$ cat config.mk
export PLATFORM = sky130hd
export DESIGN_NAME = ecc_decoder
export DESIGN_NICKNAME = d
export VERILOG_FILES = /design/src/rtl/ecc_decoder.sv
export SDC_FILE = /design/constraint.sdc
export NUM_CORES = 1
export LEC_CHECK = 0
export ABC_AREA = 1
export BUFFER_PORTS_ARGS = -buffer_cell sky130_fd_sc_hd__buf_2
export CAP_MARGIN = 25
export CORE_MARGIN = 2
export CORE_UTILIZATION = 60
export DETAILED_ROUTE_END_ITERATION = 10
export PLACE_DENSITY = 0.87
export SETUP_SLACK_MARGIN = 0.05
export SLEW_MARGIN = 20
export SYNTH_ARGS = -nofsm -noshare
export SYNTH_HDL_FRONTEND = slang
export SYNTH_SLANG_ARGS = --single-unit
$ cat constraint.sdc
create_clock -name clk -period 7 [get_ports clk]
set_clock_uncertainty 0.05 [all_clocks]
set_input_delay 0.7 -clock clk [delete_from_list [all_inputs] [get_ports clk]]
set_output_delay 0.7 -clock clk [all_outputs]
set_load 0.005 [all_outputs]
$ cat src/rtl/ecc_decoder.sv
// Syndrome-based single-error-correcting decoder for 8/16/32-bit right-aligned codewords,
// with a two-stage valid/ready pipeline and saturating corrected/uncorrectable word counters.
module ecc_decoder #(
    parameter int AMBA_WORD = 32,
    parameter int CNT_WIDTH = 16
) (
    input  logic                 clk,
    input  logic                 rst,
    input  logic                 din_valid,
    output logic                 din_ready,
    input  logic [1:0]           codeword_width,
    input  logic [AMBA_WORD-1:0] din,
    output logic                 dout_valid,
    input  logic                 dout_ready,
    output logic [AMBA_WORD-1:0] dout,
    output logic [1:0]           num_of_errors,
    input  logic                 cnt_clr,
    output logic [CNT_WIDTH-1:0] corr_cnt,
    output logic [CNT_WIDTH-1:0] uncorr_cnt
);

    localparam logic [1:0] W_SMALL    = 2'b00;
    localparam logic [1:0] W_MEDIUM   = 2'b01;
    localparam logic [1:0] ERR_NONE   = 2'b00;
    localparam logic [1:0] ERR_CORR   = 2'b01;
    localparam logic [1:0] ERR_UNCORR = 2'b10;

    localparam logic [CNT_WIDTH-1:0] CNT_MAX = {CNT_WIDTH{1'b1}};
    localparam logic [CNT_WIDTH-1:0] CNT_ONE = {{(CNT_WIDTH-1){1'b0}}, 1'b1};

    // Parity row r of the code selected by w; row index r maps to syndrome bit r (top row = MSB).
    function automatic logic [31:0] row_mask(input logic [1:0] w, input logic [2:0] r);
        logic [31:0] m;
        m = 32'h0000_0000;
        case (w)
            W_SMALL: begin
                case (r)
                    3'd3:    m = 32'h0000_0078;
                    3'd2:    m = 32'h0000_00E4;
                    3'd1:    m = 32'h0000_00D2;
                    3'd0:    m = 32'h0000_00B1;
                    default: m = 32'h0000_0000;
                endcase
            end
            W_MEDIUM: begin
                case (r)
                    3'd4:    m = 32'h0000_96F0;
                    3'd3:    m = 32'h0000_FE08;
                    3'd2:    m = 32'h0000_F1C4;
                    3'd1:    m = 32'h0000_CDA2;
                    3'd0:    m = 32'h0000_AB61;
                    default: m = 32'h0000_0000;
                endcase
            end
            default: begin
                case (r)
                    3'd5:    m = 32'h6987_21E0;
                    3'd4:    m = 32'hFFFE_0010;
                    3'd3:    m = 32'hFF01_FC08;
                    3'd2:    m = 32'hF0F1_E384;
                    3'd1:    m = 32'hCCCD_9F42;
                    3'd0:    m = 32'hAAAB_56C1;
                    default: m = 32'h0000_0000;
                endcase
            end
        endcase
        return m;
    endfunction

    function automatic logic [31:0] width_mask(input logic [1:0] w);
        logic [31:0] m;
        case (w)
            W_SMALL:  m = 32'h0000_00FF;
            W_MEDIUM: m = 32'h0000_FFFF;
            default:  m = 32'hFFFF_FFFF;
        endcase
        return m;
    endfunction

    // Unused rows of the narrower codes are all-zero, so their syndrome bits stay 0.
    function automatic logic [5:0] calc_syndrome(input logic [31:0] cw, input logic [1:0] w);
        logic [5:0] syn;
        syn = 6'd0;
        for (int r = 0; r < 6; r++) begin
            syn[r] = ^(cw & row_mask(w, r[2:0]));
        end
        return syn;
    endfunction

    function automatic logic [5:0] column(input logic [1:0] w, input logic [4:0] j);
        logic [5:0]  col;
        logic [31:0] m;
        col = 6'd0;
        for (int r = 0; r < 6; r++) begin
            m      = row_mask(w, r[2:0]);
            col[r] = m[j];
        end
        return col;
    endfunction

    function automatic logic [31:0] extract_data(input logic [31:0] cw, input logic [1:0] w);
        logic [31:0] d;
        case (w)
            W_SMALL:  d = {28'd0, cw[7:4]};
            W_MEDIUM: d = {21'd0, cw[15:5]};
            default:  d = {6'd0, cw[31:6]};
        endcase
        return d;
    endfunction

    logic        s1_valid_r;
    logic [31:0] s1_cw_r;
    logic [1:0]  s1_width_r;
    logic [5:0]  s1_syn_r;

    logic                 dout_valid_r;
    logic [31:0]          dout_r;
    logic [1:0]           err_r;
    logic [CNT_WIDTH-1:0] corr_cnt_r;
    logic [CNT_WIDTH-1:0] uncorr_cnt_r;

    logic                 advance_s;
    logic                 accept_s;
    logic                 handshake_s;
    logic [31:0]          masked_cw_s;
    logic [31:0]          flip_s;
    logic [31:0]          data_s;
    logic [1:0]           err_s;
    logic [CNT_WIDTH-1:0] corr_next_s;
    logic [CNT_WIDTH-1:0] uncorr_next_s;

    assign advance_s   = ~dout_valid_r | dout_ready;
    assign din_ready   = ~s1_valid_r | advance_s;
    assign accept_s    = din_valid & din_ready;
    assign handshake_s = dout_valid_r & dout_ready;
    assign masked_cw_s = din[31:0] & width_mask(codeword_width);

    // Stage 1: capture the masked codeword, its width and its syndrome.
    always_ff @(posedge clk or negedge rst) begin
        if (!rst) begin
            s1_valid_r <= 1'b0;
            s1_cw_r    <= 32'd0;
            s1_width_r <= 2'b00;
            s1_syn_r   <= 6'd0;
        end else if (accept_s) begin
            s1_valid_r <= 1'b1;
            s1_cw_r    <= masked_cw_s;
            s1_width_r <= codeword_width;
            s1_syn_r   <= calc_syndrome(masked_cw_s, codeword_width);
        end else if (advance_s) begin
            s1_valid_r <= 1'b0;
        end
    end

    // Column matching: a single matching column pinpoints the flipped bit; none or several is uncorrectable.
    always_comb begin
        flip_s = 32'd0;
        data_s = 32'd0;
        err_s  = ERR_NONE;
        for (int j = 0; j < 32; j++) begin
            flip_s[j] = (s1_syn_r != 6'd0) && (column(s1_width_r, j[4:0]) == s1_syn_r);
        end
        if (s1_syn_r == 6'd0) begin
            err_s  = ERR_NONE;
            data_s = extract_data(s1_cw_r, s1_width_r);
        end else if ($onehot(flip_s)) begin
            err_s  = ERR_CORR;
            data_s = extract_data(s1_cw_r ^ flip_s, s1_width_r);
        end else begin
            err_s  = ERR_UNCORR;
            data_s = extract_data(s1_cw_r, s1_width_r);
        end
    end

    // Stage 2: result register, held while the consumer stalls.
    always_ff @(posedge clk or negedge rst) begin
        if (!rst) begin
            dout_valid_r <= 1'b0;
            dout_r       <= 32'd0;
            err_r        <= ERR_NONE;
        end else if (advance_s) begin
            dout_valid_r <= s1_valid_r;
            if (s1_valid_r) begin
                dout_r <= data_s;
                err_r  <= err_s;
            end
        end
    end

    // Counter next-state: clear wins over a same-cycle increment; both saturate at all-ones.
    always_comb begin
        corr_next_s   = corr_cnt_r;
        uncorr_next_s = uncorr_cnt_r;
        if (cnt_clr) begin
            corr_next_s   = {CNT_WIDTH{1'b0}};
            uncorr_next_s = {CNT_WIDTH{1'b0}};
        end else if (handshake_s && (err_r == ERR_CORR) && (corr_cnt_r != CNT_MAX)) begin
            corr_next_s = corr_cnt_r + CNT_ONE;
        end else if (handshake_s && (err_r == ERR_UNCORR) && (uncorr_cnt_r != CNT_MAX)) begin
            uncorr_next_s = uncorr_cnt_r + CNT_ONE;
        end else begin
            corr_next_s   = corr_cnt_r;
            uncorr_next_s = uncorr_cnt_r;
        end
    end

    // Counter registers.
    always_ff @(posedge clk or negedge rst) begin
        if (!rst) begin
            corr_cnt_r   <= {CNT_WIDTH{1'b0}};
            uncorr_cnt_r <= {CNT_WIDTH{1'b0}};
        end else begin
            corr_cnt_r   <= corr_next_s;
            uncorr_cnt_r <= uncorr_next_s;
        end
    end

    assign dout_valid    = dout_valid_r;
    assign dout          = dout_r;
    assign num_of_errors = err_r;
    assign corr_cnt      = corr_cnt_r;
    assign uncorr_cnt    = uncorr_cnt_r;

endmodule

==> impl_metrics.env <==
export IMPL_synth_simple_area_share_pct=39.85
export IMPL_max_slew_margin_rel_pct=38.27
export IMPL_finalSetupViolations=0
export IMPL_endpoint_kind="flop"
export IMPL_synth_edf_count=0
export IMPL_syn_area_per_cell_um2=6.406
export IMPL_synthesis_area_um2=8289
export IMPL_synthXorXnorAreaFrac_pct=2.309
export IMPL_cts_root_buf="clkbuf_16"
export IMPL_synth_warnings=0
export IMPL_ant_nets=0
export IMPL_synth_compound_area_share_pct=9.917
export IMPL_rsz0062_at_grt="no"
export IMPL_diodes=0
export IMPL_via_per_inst=5.599
export IMPL_crit_type="reg -> reg"
export IMPL_hpwl_um=17410
export IMPL_first_pass_iters=6
export IMPL_period_share_pct=94.22
export IMPL_die_h_um=121.5
export IMPL_synthAdderAreaFrac_pct=7.155
export IMPL_startpoint_type="flop"
export IMPL_initial_utilization_pct=62.10
export IMPL_power_leakage_uw=0.004927
export IMPL_outcome="complete, no violations"
export IMPL_place_congestion=1.049
export IMPL_numClockSinks=98
export IMPL_finalSetupTns_ns=0
export IMPL_io_buffers=100
export IMPL_hold_viol=0
export IMPL_clock_path_buffers=2
export IMPL_grt_antenna_before_repair=0
export IMPL_dieArea_um2=14770
export IMPL_r2r_slack_ns=0.40
export IMPL_clock_insertion_delay_worst_skew_ns=0.36
export IMPL_utilization_pct=69.31
export IMPL_synth_most_common_cell="nand2_1"
export IMPL_rr_worst_depth=27
export IMPL_fin_nets=1452
export IMPL_clk_pin_slew_ns=0.08
export IMPL_reg2reg_to="dout[22]"
export IMPL_async_flop_share_pct=100.0
export IMPL_io_pins=107
export IMPL_hold_worst_slack_ns=0.2436
export IMPL_yosys_mux_area_fraction_pct=0
export IMPL_gr_usage_all_layers_pct=31.22
export IMPL_grt_pass1_vias=7827
export IMPL_core_area_um2=13350
export IMPL_synth_top_cells_by_count="nand2_1, inv_1, nand3_1, dfrtp_1, nor2_1"
export IMPL_grt_pass1_wl_um=37090
export IMPL_tritoncts="done"
export IMPL_drv_cap=0
export IMPL_synth_distinct_cells=42
export IMPL_ys_ff_latch=98
export IMPL_h_tree_depth=3
export IMPL_grt_max_degree=64
export IMPL_cp_max_fo=11
export IMPL_p_total_uw=2833
export IMPL_maxSlewViolCount=0
export IMPL_grt_overflow=0
export IMPL_synth_area_leaders="dfrtp_1, nand2_1, nand3_1, inv_1, fa_1"
export IMPL_powerDensity_nw_per_um2=306.2
export IMPL_vdd_ir_drop_max_mv=0.4369
export IMPL_period_minus_slack_ns=6.595
export IMPL_drt_initial_drc_count=918
export IMPL_synth_main_ff_cell="dfrtp_1"
export IMPL_fillers=1183
export IMPL_area_growth_pct=11.61
export IMPL_syn_instance_count=1294
export IMPL_drc=0
export IMPL_fp_dieW_um=121.5
export IMPL_synth_area_leader_cell="dfrtp_1"
export IMPL_hold_path_class="in -> async"
export IMPL_wl_um=22510
export IMPL_seq_area_frac_synth_pct=29.58
export IMPL_rows=42
export IMPL_required_ns=7.25
export IMPL_max_freq_mhz=151.6
export IMPL_vias=8740
export IMPL_r2r_start="s1_syn_r[0]"
export IMPL_numCtsBuffers=9
export IMPL_drive_gt1_share_pct=13.29
export IMPL_crit_arrival_ns=6.84
export IMPL_wl_per_cell_um=14.42
export IMPL_synth_top_family_by_area="simple AND/OR/NAND/NOR gates"
export IMPL_worst_slew_pin_slew_ns=0.9249
export IMPL_synth_top_area_share_pct=29.58
## through the flow
step | cell area (µm²) | setup slack [ns] | instances
after global routing | 9251 | 0.05089 | 1561
after CTS | 9191 | 0.2384 | 1560
after floorplan | 8308 | 0.7719 | 1299
final | 9251 | 0.4046 | 1561
after global placement | 8896 | 0.4071 | 1544
after detailed placement | 8896 | 0.2503 | 1544
## sequential cells by signal (all words and copies together) (netlist names)
name           cells
dout              26
num_of_errors      2
corr_cnt          16
dout_valid         1
s1_valid_r         1
s1_cw_r           28
s1_syn_r           6
uncorr_cnt        16
s1_width_r         2
## per-layer routing
layer | routed length, µm | track usage (%) | share of wire, %
met1 | 9890 | 45.12 | 44
met5 | 0 | 0 | 0
met3 | 1917 | 4.307 | 8.5
met4 | 491 | 8.477 | 2.2
met2 | 10210 | 49.54 | 45
## critical path: stages, from the launching register on
cell	delay [ns]
dfrtp_1	0.55
nor2_1	0.17
nand3_4	0.16
nand2_1	0.06
inv_1	0.06
nand2_1	0.14
nor2_2	0.19
inv_1	0.08
fa_1	0.52
fa_1	0.56
inv_1	0.06
fa_1	0.53
fa_1	0.45
fa_1	0.55
inv_1	0.05
fa_1	0.53
inv_1	0.04
ha_1	0.21
fa_1	0.44
nor2_1	0.11
nand2_1	0.05
nor2_1	0.15
nand2b_2	0.14
inv_1	0.28
nand2_1	0.12
xnor2_1	0.14
nand2_1	0.07
nand2_1	0.09
## area by class of cell
class / count / area (µm²) / share of cell area (%)
well taps: 176 / 220.2 / 2.380
flip-flops and latches: 98 / 2457 / 26.56
clock inverters: 6 / 56.30 / 0.6086
inverters: 180 / 680.7 / 7.357
clock buffers: 10 / 239.0 / 2.583
multi-input cells: 977 / 4974 / 53.76
repair buffers: 114 / 624.3 / 6.749
## cell families after synthesis
kind of cell	Yosys count
buf+inv	224
fa+ha+maj	33
simple gates	765
compound gates	152
xor+xnor	21
other cells	1
flops	98
## cell usage in the layout, fill, tap and decap left out, types with 17 or more instances in the layout
master | netlist | layout
a21oi_1 | 39 | 39
fa_1 | 24 | 24
o21ai_0 | 71 | 71
nor2_1 | 74 | 69
o21ai_1 | 20 | 20
nor3_1 | 21 | 21
dfrtp_1 | 98 | 94
nand3_1 | 158 | 158
inv_1 | 168 | 168
buf_2 | 12 | 99
xor2_1 | 17 | 17
nand2_1 | 457 | 456
## how the worst max path moves through the flow
stage / end / depth (start not counted) / startpoint
after global placement: dout[4] / 29 / s1_width_r[1]
after floorplan: dout[24] / 25 / s1_width_r[1]
after CTS: dout[5] / 29 / s1_width_r[1]
after global routing: dout[0] / 29 / s1_width_r[1]
final: dout[22] / 27 / s1_syn_r[0]
after detailed placement: dout[4] / 29 / s1_width_r[1]
## repair_timing
action / CTS / global route
setup buffers: 0 / 1
hold buffers: 0 / 0
hold endpoints to repair: 0 / 0
gates resized for setup: 0 / 17
setup endpoints to repair: 0 / 27
## power by group
group | leakage (µW) | switching, µW | internal, µW
combinational | 0.00350 | 1040 | 549
clock | 0.000144 | 236 | 259
sequential | 0.00129 | 93.7 | 660
total | 0.00493 | 1370 | 1470
No activity file was read; power rests on OpenSTA's default activity.
